==> config.mk <==
export PLATFORM = sky130hd
export DESIGN_NAME = pulse_sequencer
export DESIGN_NICKNAME = d
export VERILOG_FILES = /design/src/rtl/pulse_sequencer.sv
export SDC_FILE = /design/constraint.sdc
export NUM_CORES = 1
export LEC_CHECK = 0
export ABC_AREA = 1
export ABC_CLOCK_PERIOD_IN_PS = 2300
export CORE_ASPECT_RATIO = 1.1
export CORE_MARGIN = 10
export CORE_UTILIZATION = 58
export DETAILED_ROUTE_END_ITERATION = 8
export DONT_BUFFER_PORTS = 1
export HOLD_SLACK_MARGIN = 0.03
export PLACE_DENSITY = 0.76
export SLEW_MARGIN = 20
export SYNTH_ARGS = -nofsm -noshare
export SYNTH_HDL_FRONTEND = slang
export SYNTH_SLANG_ARGS = --single-unit
==> constraint.sdc <==
create_clock -name i_clk -period 2.3 [get_ports i_clk]
set_input_delay 0.345 -clock i_clk [delete_from_list [all_inputs] [get_ports i_clk]]
set_output_delay 0.345 -clock i_clk [all_outputs]
set_load 0.03 [all_outputs]
==> src/rtl/pulse_sequencer.sv <==
// rtl/pulse_sequencer.sv - tick-timed square-pulse burst generator; optional abort via PULSE_SEQUENCER_ABORT_EN
module pulse_sequencer #(
    parameter int CNTW = 16
) (
    input  logic            i_clk,
    input  logic            i_rst_n,
    input  logic            i_tick,
    input  logic            i_start,
    input  logic [CNTW-1:0] i_burst_len,
    input  logic [CNTW-1:0] i_half_period,
    input  logic            i_abort,
    output logic            o_out,
    output logic            o_busy,
    output logic            o_done,
    output logic            o_aborted,
    output logic [CNTW-1:0] o_pulse_count
);

    typedef enum logic [1:0] {
        S_IDLE = 2'd0,
        S_HIGH = 2'd1,
        S_LOW  = 2'd2,
        S_DONE = 2'd3
    } state_t;

    localparam logic [CNTW-1:0] ONE = {{(CNTW-1){1'b0}}, 1'b1};

    state_t          r_state;
    logic [CNTW-1:0] r_phase;
    logic [CNTW-1:0] r_remaining;
    logic [CNTW-1:0] r_hp;
    logic [CNTW-1:0] r_pulse_count;
    logic            r_out;
    logic            r_busy;
    logic            r_done;
    logic            r_aborted;

    logic            w_abort;
    logic            w_phase_last;
    logic [CNTW-1:0] w_hp_in;

`ifdef PULSE_SEQUENCER_ABORT_EN
    assign w_abort = i_abort;
`else
    // Abort is accepted on the port but has no effect in this build.
    logic w_unused_abort;
    assign w_unused_abort = i_abort;
    assign w_abort        = 1'b0;
`endif

    // A zero half-period would never terminate a phase, so it is promoted to one tick.
    assign w_hp_in      = (i_half_period == '0) ? ONE : i_half_period;
    assign w_phase_last = (r_phase == (r_hp - ONE));

    // Burst state machine; all outputs are registered alongside the state.
    always_ff @(posedge i_clk or negedge i_rst_n) begin
        if (!i_rst_n) begin
            r_state       <= S_IDLE;
            r_phase       <= '0;
            r_remaining   <= '0;
            r_hp          <= '0;
            r_pulse_count <= '0;
            r_out         <= 1'b0;
            r_busy        <= 1'b0;
            r_done        <= 1'b0;
            r_aborted     <= 1'b0;
        end else begin
            case (r_state)
                S_IDLE: begin
                    if (i_start) begin
                        r_pulse_count <= '0;
                        r_aborted     <= 1'b0;
                        if (i_burst_len == '0) begin
                            r_state <= S_DONE;
                            r_done  <= 1'b1;
                        end else begin
                            r_remaining <= i_burst_len;
                            r_hp        <= w_hp_in;
                            r_phase     <= '0;
                            r_state     <= S_HIGH;
                            r_out       <= 1'b1;
                            r_busy      <= 1'b1;
                        end
                    end
                end
                S_HIGH: begin
                    if (w_abort) begin
                        r_state   <= S_DONE;
                        r_out     <= 1'b0;
                        r_busy    <= 1'b0;
                        r_done    <= 1'b1;
                        r_aborted <= 1'b1;
                    end else if (i_tick) begin
                        if (w_phase_last) begin
                            r_phase <= '0;
                            r_state <= S_LOW;
                            r_out   <= 1'b0;
                        end else begin
                            r_phase <= r_phase + ONE;
                        end
                    end
                end
                S_LOW: begin
                    if (w_abort) begin
                        r_state   <= S_DONE;
                        r_out     <= 1'b0;
                        r_busy    <= 1'b0;
                        r_done    <= 1'b1;
                        r_aborted <= 1'b1;
                    end else if (i_tick) begin
                        if (w_phase_last) begin
                            r_phase       <= '0;
                            r_pulse_count <= r_pulse_count + ONE;
                            r_remaining   <= r_remaining - ONE;
                            if (r_remaining == ONE) begin
                                r_state <= S_DONE;
                                r_busy  <= 1'b0;
                                r_done  <= 1'b1;
                            end else begin
                                r_state <= S_HIGH;
                                r_out   <= 1'b1;
                            end
                        end else begin
                            r_phase <= r_phase + ONE;
                        end
                    end
                end
                S_DONE: begin
                    r_state <= S_IDLE;
                    r_done  <= 1'b0;
                    r_out   <= 1'b0;
                    r_busy  <= 1'b0;
                end
                default: begin
                    r_state <= S_IDLE;
                end
            endcase
        end
    end

    assign o_out         = r_out;
    assign o_busy        = r_busy;
    assign o_done        = r_done;
    assign o_aborted     = r_aborted;
    assign o_pulse_count = r_pulse_count;

endmodule
Yosys cells after proc, flatten, opt, wreduce, memory -nomap -nowiden
Index checks and enable logic that the tools add are counted.
{"block": "word_totals", "register_bits": 69, "latchBits": 0, "mem_bits_rw": 0, "rom_bits": 0, "inputBits": 37, "out_inout_bits": 20, "word_cells": 84, "memories": 0}
{"block": "op_classes", "addsub": 4, "mul": 0, "div": 0, "n_lt_le_gt_ge": 0, "eq_ne": 15, "n_shift": 0, "mux": 41, "n_bitwise": 2, "reduce_logical": 14}
{"cell": "$mux W16", "count": 12}
{"cell": "$pmux W16 S2", "count": 3}
{"cell": "$add A16 B1 Y16 const B", "count": 2}
{"cell": "$logic_not A16 Y1", "count": 2}
{"cell": "$sub A16 B1 Y16 const B", "count": 2}
{"cell": "$ne A2 B2 Y1 const B", "count": 9}
{"cell": "$eq A16 B1 Y1 const B", "count": 1}
{"cell": "$eq A16 B16 Y1", "count": 1}
{"cell": "$mux W1", "count": 15}
{"cell": "$mux W2", "count": 7}
{"cell": "$reduce_and A6 Y1", "count": 2}
{"cell": "$reduce_and A5 Y1", "count": 2}
{"cell": "$pmux W2 S4", "count": 1}
{"cell": "$reduce_and A4 Y1", "count": 2}
{"cell": "$reduce_and A7 Y1", "count": 1}
{"cell": "$pmux W1 S3", "count": 2}
{"cell": "$eq A2 B2 Y1 const B", "count": 2}
{"cell": "$pmux W1 S4", "count": 1}
{"cell": "$reduce_bool A2 Y1", "count": 2}
{"cell": "$reduce_and A3 Y1", "count": 1}
{"cell": "$eq A2 B1 Y1 const B", "count": 1}
{"cell": "$logic_not A2 Y1", "count": 1}
{"cell": "$ne A2 B1 Y1 const B", "count": 1}
{"cell": "$not A1 Y1", "count": 2}
{"cell": "$reduce_or A2 Y1", "count": 1}

Longest topological paths before layout
{"block": "depth", "depth_word": 5, "ltp_mapped": 17, "ltp_nobuf": 16}

Least setup slack after synthesis
No wires, ideal clock.
{"block": "synth_path", "path_kind": "reg-to-reg", "from": "register r_hp[0]", "to": "register r_remaining[1]", "setup_ps": 123, "t_arrival_ps": 2020, "t_required_ps": 2177, "slack_ps": 157, "stages_incl_launch_ff": 16, "path_buffers": 1, "synth_period_minus_slack_ps": 2143, "path_cell_list": "dfrtp_1 inv_2 ha_1 inv_1 nand2_1 nand2_1 xor2_1 inv_1 nand4_1 nor2_4 nand2_8 nand2_8 nand3_4 buf_6 nand2_2 o21ai_2"}
{"block": "synth_between", "elab_chain_cells": 4}
{"item": "from (decl)", "line_no": "31", "rtl": "logic [CNTW-1:0] r_hp;"}
{"item": "from (signal assigned)", "line_no": "78", "rtl": "r_hp <= w_hp_in;"}
{"item": "$sub A16 B1 Y16", "line_no": "53", "rtl": "assign w_phase_last = (r_phase == (r_hp - ONE));"}
{"item": "$eq A16 B16 Y1", "line_no": "53"}
{"item": "$ne A2 B2 Y1 (no line)"}
{"item": "$reduce_and A5 Y1 (no line)"}
{"item": "to (signal assigned)", "line_no": "77", "rtl": "r_remaining <= i_burst_len;"}
{"item": "to (signal assigned)", "line_no": "114", "rtl": "r_remaining <= r_remaining - ONE;"}
{"item": "to (decl)", "line_no": "30", "rtl": "logic [CNTW-1:0] r_remaining;"}
No other way between the ends.
A chain may end at the register's enable or synchronous reset.

Worst setup path after layout
{"block": "layout_path", "from": "register r_hp[4]", "to": "register r_remaining[14]"}
The elaborated chain is that of the path after synthesis.

==> run metrics <==
n_diodes=0; Syn Nets=697; Layout Skew=0.0134 ns; GR Util All Layers=18.4%; CP Data Required Time=2.58 ns; Die ar.=12800 µm²; Synth Area in Adders=2.25%; I/O pins=57; Cell Area, Placed=5190 µm²; Syn. warnings=0; Synth top area share=34.5%; H-Tree Depth=3; Fmax=462 MHz; total power=6.87 mW; CTS tree=done; Yosys cell types=41; Yosys reg bits=69; clock-pin slew on the worst setup and hold paths=0.08 ns; mux cell area share after synthesis=2.17%; sequential area share after synthesis=34.5%; DRC=0; Crit. End Element=flip-flop; Synth Area per Inst=7.70 µm²; final hold viol count=0; met1 usage=21.1%; RSZ-0062 raised after global routing=yes; critical path fanouts, max=16; WL per Instance=15.2 µm; Final nets=715; routed wire length=11.9 mm; Slew @ Worst Pin=0.608 ns; Worst R2R Setup Slack=0.13 ns; ANT nets after route=0; DP Cell Count=763; vias in the first global route=4254; CP Launch Type=flip-flop; largest family of logic cells by synthesized area=simple AND/OR/NAND/NOR gates; Leak=2.57 nW; worst path arrival time=2.44 ns; Final Slew Violations=0; post-detailed-placement half-perimeter wirelength=8.60 mm; Die Height=117 µm; Final setup viols=0; first-pass GRT wire length=19.7 mm; post-synthesis xor/xnor area fraction=8.04%; area of the multi-input gates=2900 µm²; total CTS buffers=9; Syn Inst Count=651; Placer Congestion=0.922; relative slew slack=59.1%; Post-Synth Simple-Gate Area=31.9%; CTS Root Cell=clkbuf_8; maximum VDD drop=0.809 mV; Chip Width=109 µm; Hold Crit Class=input port to flip-flop; Worst Setup Path Type=flip-flop to flip-flop; Yosys top cell by area=dfrtp_1; Via density=5.58; mapped cell area=5010 µm²; Clock Sinks=69; cells taking the most area after synthesis=dfrtp_1 34%, nand2_1 10%, xor2_1 6.8%; drt first pass iters=5; FFs w/ async S/R, synth=100%; antenna violations before repair=0; Compound-Gate Fraction of Synth Area=12.6%; FP Rows=35; largest net degree at the start of global routing=70; outcome=finished, final reports clean; Register Area=1730 µm²; GR peak layer=met2; period utilization=94.2%; Iter 0 DRT Violations=119; Fin Hold WS=0.128 ns; core area=8410 µm²; I/O Buffers=0; Final Critical Period=2.17 ns; Initial Util=59.6%; Synth Flop Type=dfrtp_1; Cell Pwr Density=1230 nW/µm²; GR Overflow Total=0; Area Growth Syn to Fin=11.8%; layout cells sized above 1=21.2%; Clk Latency, worst-skew pair=0.35 ns; post-route cell area=5600 µm²; met2 Usage GRT=31.1%; vias=4375; fillers=703; Layout Cells excl Fill=784; met3 Use GR=4.76%; number of max-cap violations=0; EDFF count, synth=0; Clock Tree Buf Depth=2
[routing by layer]
metal  vias up  routed length (µm)
met5         -                   0
met4         0                 429
met3        37                 770
met2       120                6060
met1      2061                4630
li1       2157                   -
[repair_timing]
action | in CTS | in global routing
setup buffers | 0 | 2
setup endpoints to repair | 1 | 36
hold endpoints to repair | 69 | 0
gates resized for setup | 1 | 11
gates cloned | 0 | 2
hold buffers | 2 | 0
pin swaps | 0 | 5
[state kept, by name, indices dropped and copies added, names as in the netlist]
register	flops
o_pulse_count	16
r_hp	16
r_phase	16
r_remaining	16
r_state	2
o_busy	1
o_done	1
o_out	1
[worst max-delay path: stages (launching register included)]
cell and delay (ns):
dfrtp_1 0.47, nor2_4 0.18, nand2_4 0.08, nor2_8 0.15
nand2_1 0.08, nand2_1 0.07, nand2_2 0.06, nor2_4 0.12
nand2_4 0.07, nor2_8 0.14, nand2_8 0.07, nand2_8 0.09
nand3_4 0.12, clkbuf_16 0.24, o21ai_2 0.12
[layout by cell type, fill, tap and decap left out, types with 6 or more instances in the layout]
| master | instances |
|---|---|
| nor3_1 | 18 |
| a21oi_1 | 16 |
| inv_1 | 79 |
| nor2_1 | 40 |
| or2_2 | 15 |
| nor4_1 | 10 |
| clkbuf_8 | 9 |
| nand2_1 | 133 |
| nand2_2 | 19 |
| nand4_1 | 19 |
| ha_1 | 8 |
| buf_4 | 21 |
| nor2_4 | 7 |
| o21ai_0 | 33 |
| nor2_2 | 6 |
| nand3_1 | 41 |
| o21ai_2 | 33 |
| xor2_1 | 39 |
| dfrtp_1 | 66 |
| xnor2_1 | 6 |
| mux2_2 | 7 |
[synth_stat cells (all sizes together) (2+ instances only)]
library cell	n
a21oi	17
a31oi	3
buf	9
clkbuf	10
dfrtp	69
ha	9
inv	80
mux2	7
mux2i	3
nand2	158
nand3	42
nand4	19
nor2	55
nor3	18
nor4	10
o21ai	69
o22ai	4
o31ai	2
or2	15
xnor2	7
xor2	39
[path summary, 6_finish.rpt]
| check | from | end | depth (start not counted) |
|---|---|---|---|
| max in group asynchronous | i_rst_n | r_phase[8]$_DFFE_PN0P_ | 2 |
| min in group asynchronous | i_rst_n | r_hp[6]$_DFFE_PN0P_ | 2 |
| hold / removal | i_half_period[6] | r_hp[6]$_DFFE_PN0P_ | 2 |
| hold reg to reg | r_remaining[7]$_DFFE_PN0P_ | r_remaining[7]$_DFFE_PN0P_ | 2 |
| setup reg to reg | r_hp[4]$_DFFE_PN0P_ | r_remaining[14]$_DFFE_PN0P_ | 14 |
| setup / recovery | r_hp[4]$_DFFE_PN0P_ | r_remaining[14]$_DFFE_PN0P_ | 14 |
[power by group]
group          total [mW]  internal, mW  switching, mW
Combinational        3.49          1.34           2.15
Clock                1.31         0.826          0.487
Sequential           2.07          1.58          0.491
[cells by family after synthesis]
family / after synthesis
buffers and inverters: 100
adders and majority gates: 9
AOI/OAI and AO/OA: 97
muxes: 10
xor gates and xnor gates: 46
DFF: 69
other: 1
and+or+nand+nor: 319
[stage by stage]
step,setup TNS [ns],util [%],setup slack [ns]
after floorplan,0,-,0.157
after global placement,0,61.7,0.0935
after detailed placement,0,61.7,0.000540
after CTS,0,65.4,0.0399
after global routing,-0.0737,66.6,-0.0215
final,0,66.6,0.133
[cell type report]
type,count,area share [%]
Multi-Input combinational cell,482,51.8
Sequential cell,69,30.9
Inverter,81,5.43
Timing Repair Buffer,26,4.74
Tap cell,111,2.48
Clock inverter,6,2.44
Clock buffer,9,2.21
(Power assumes the default switching activity.)
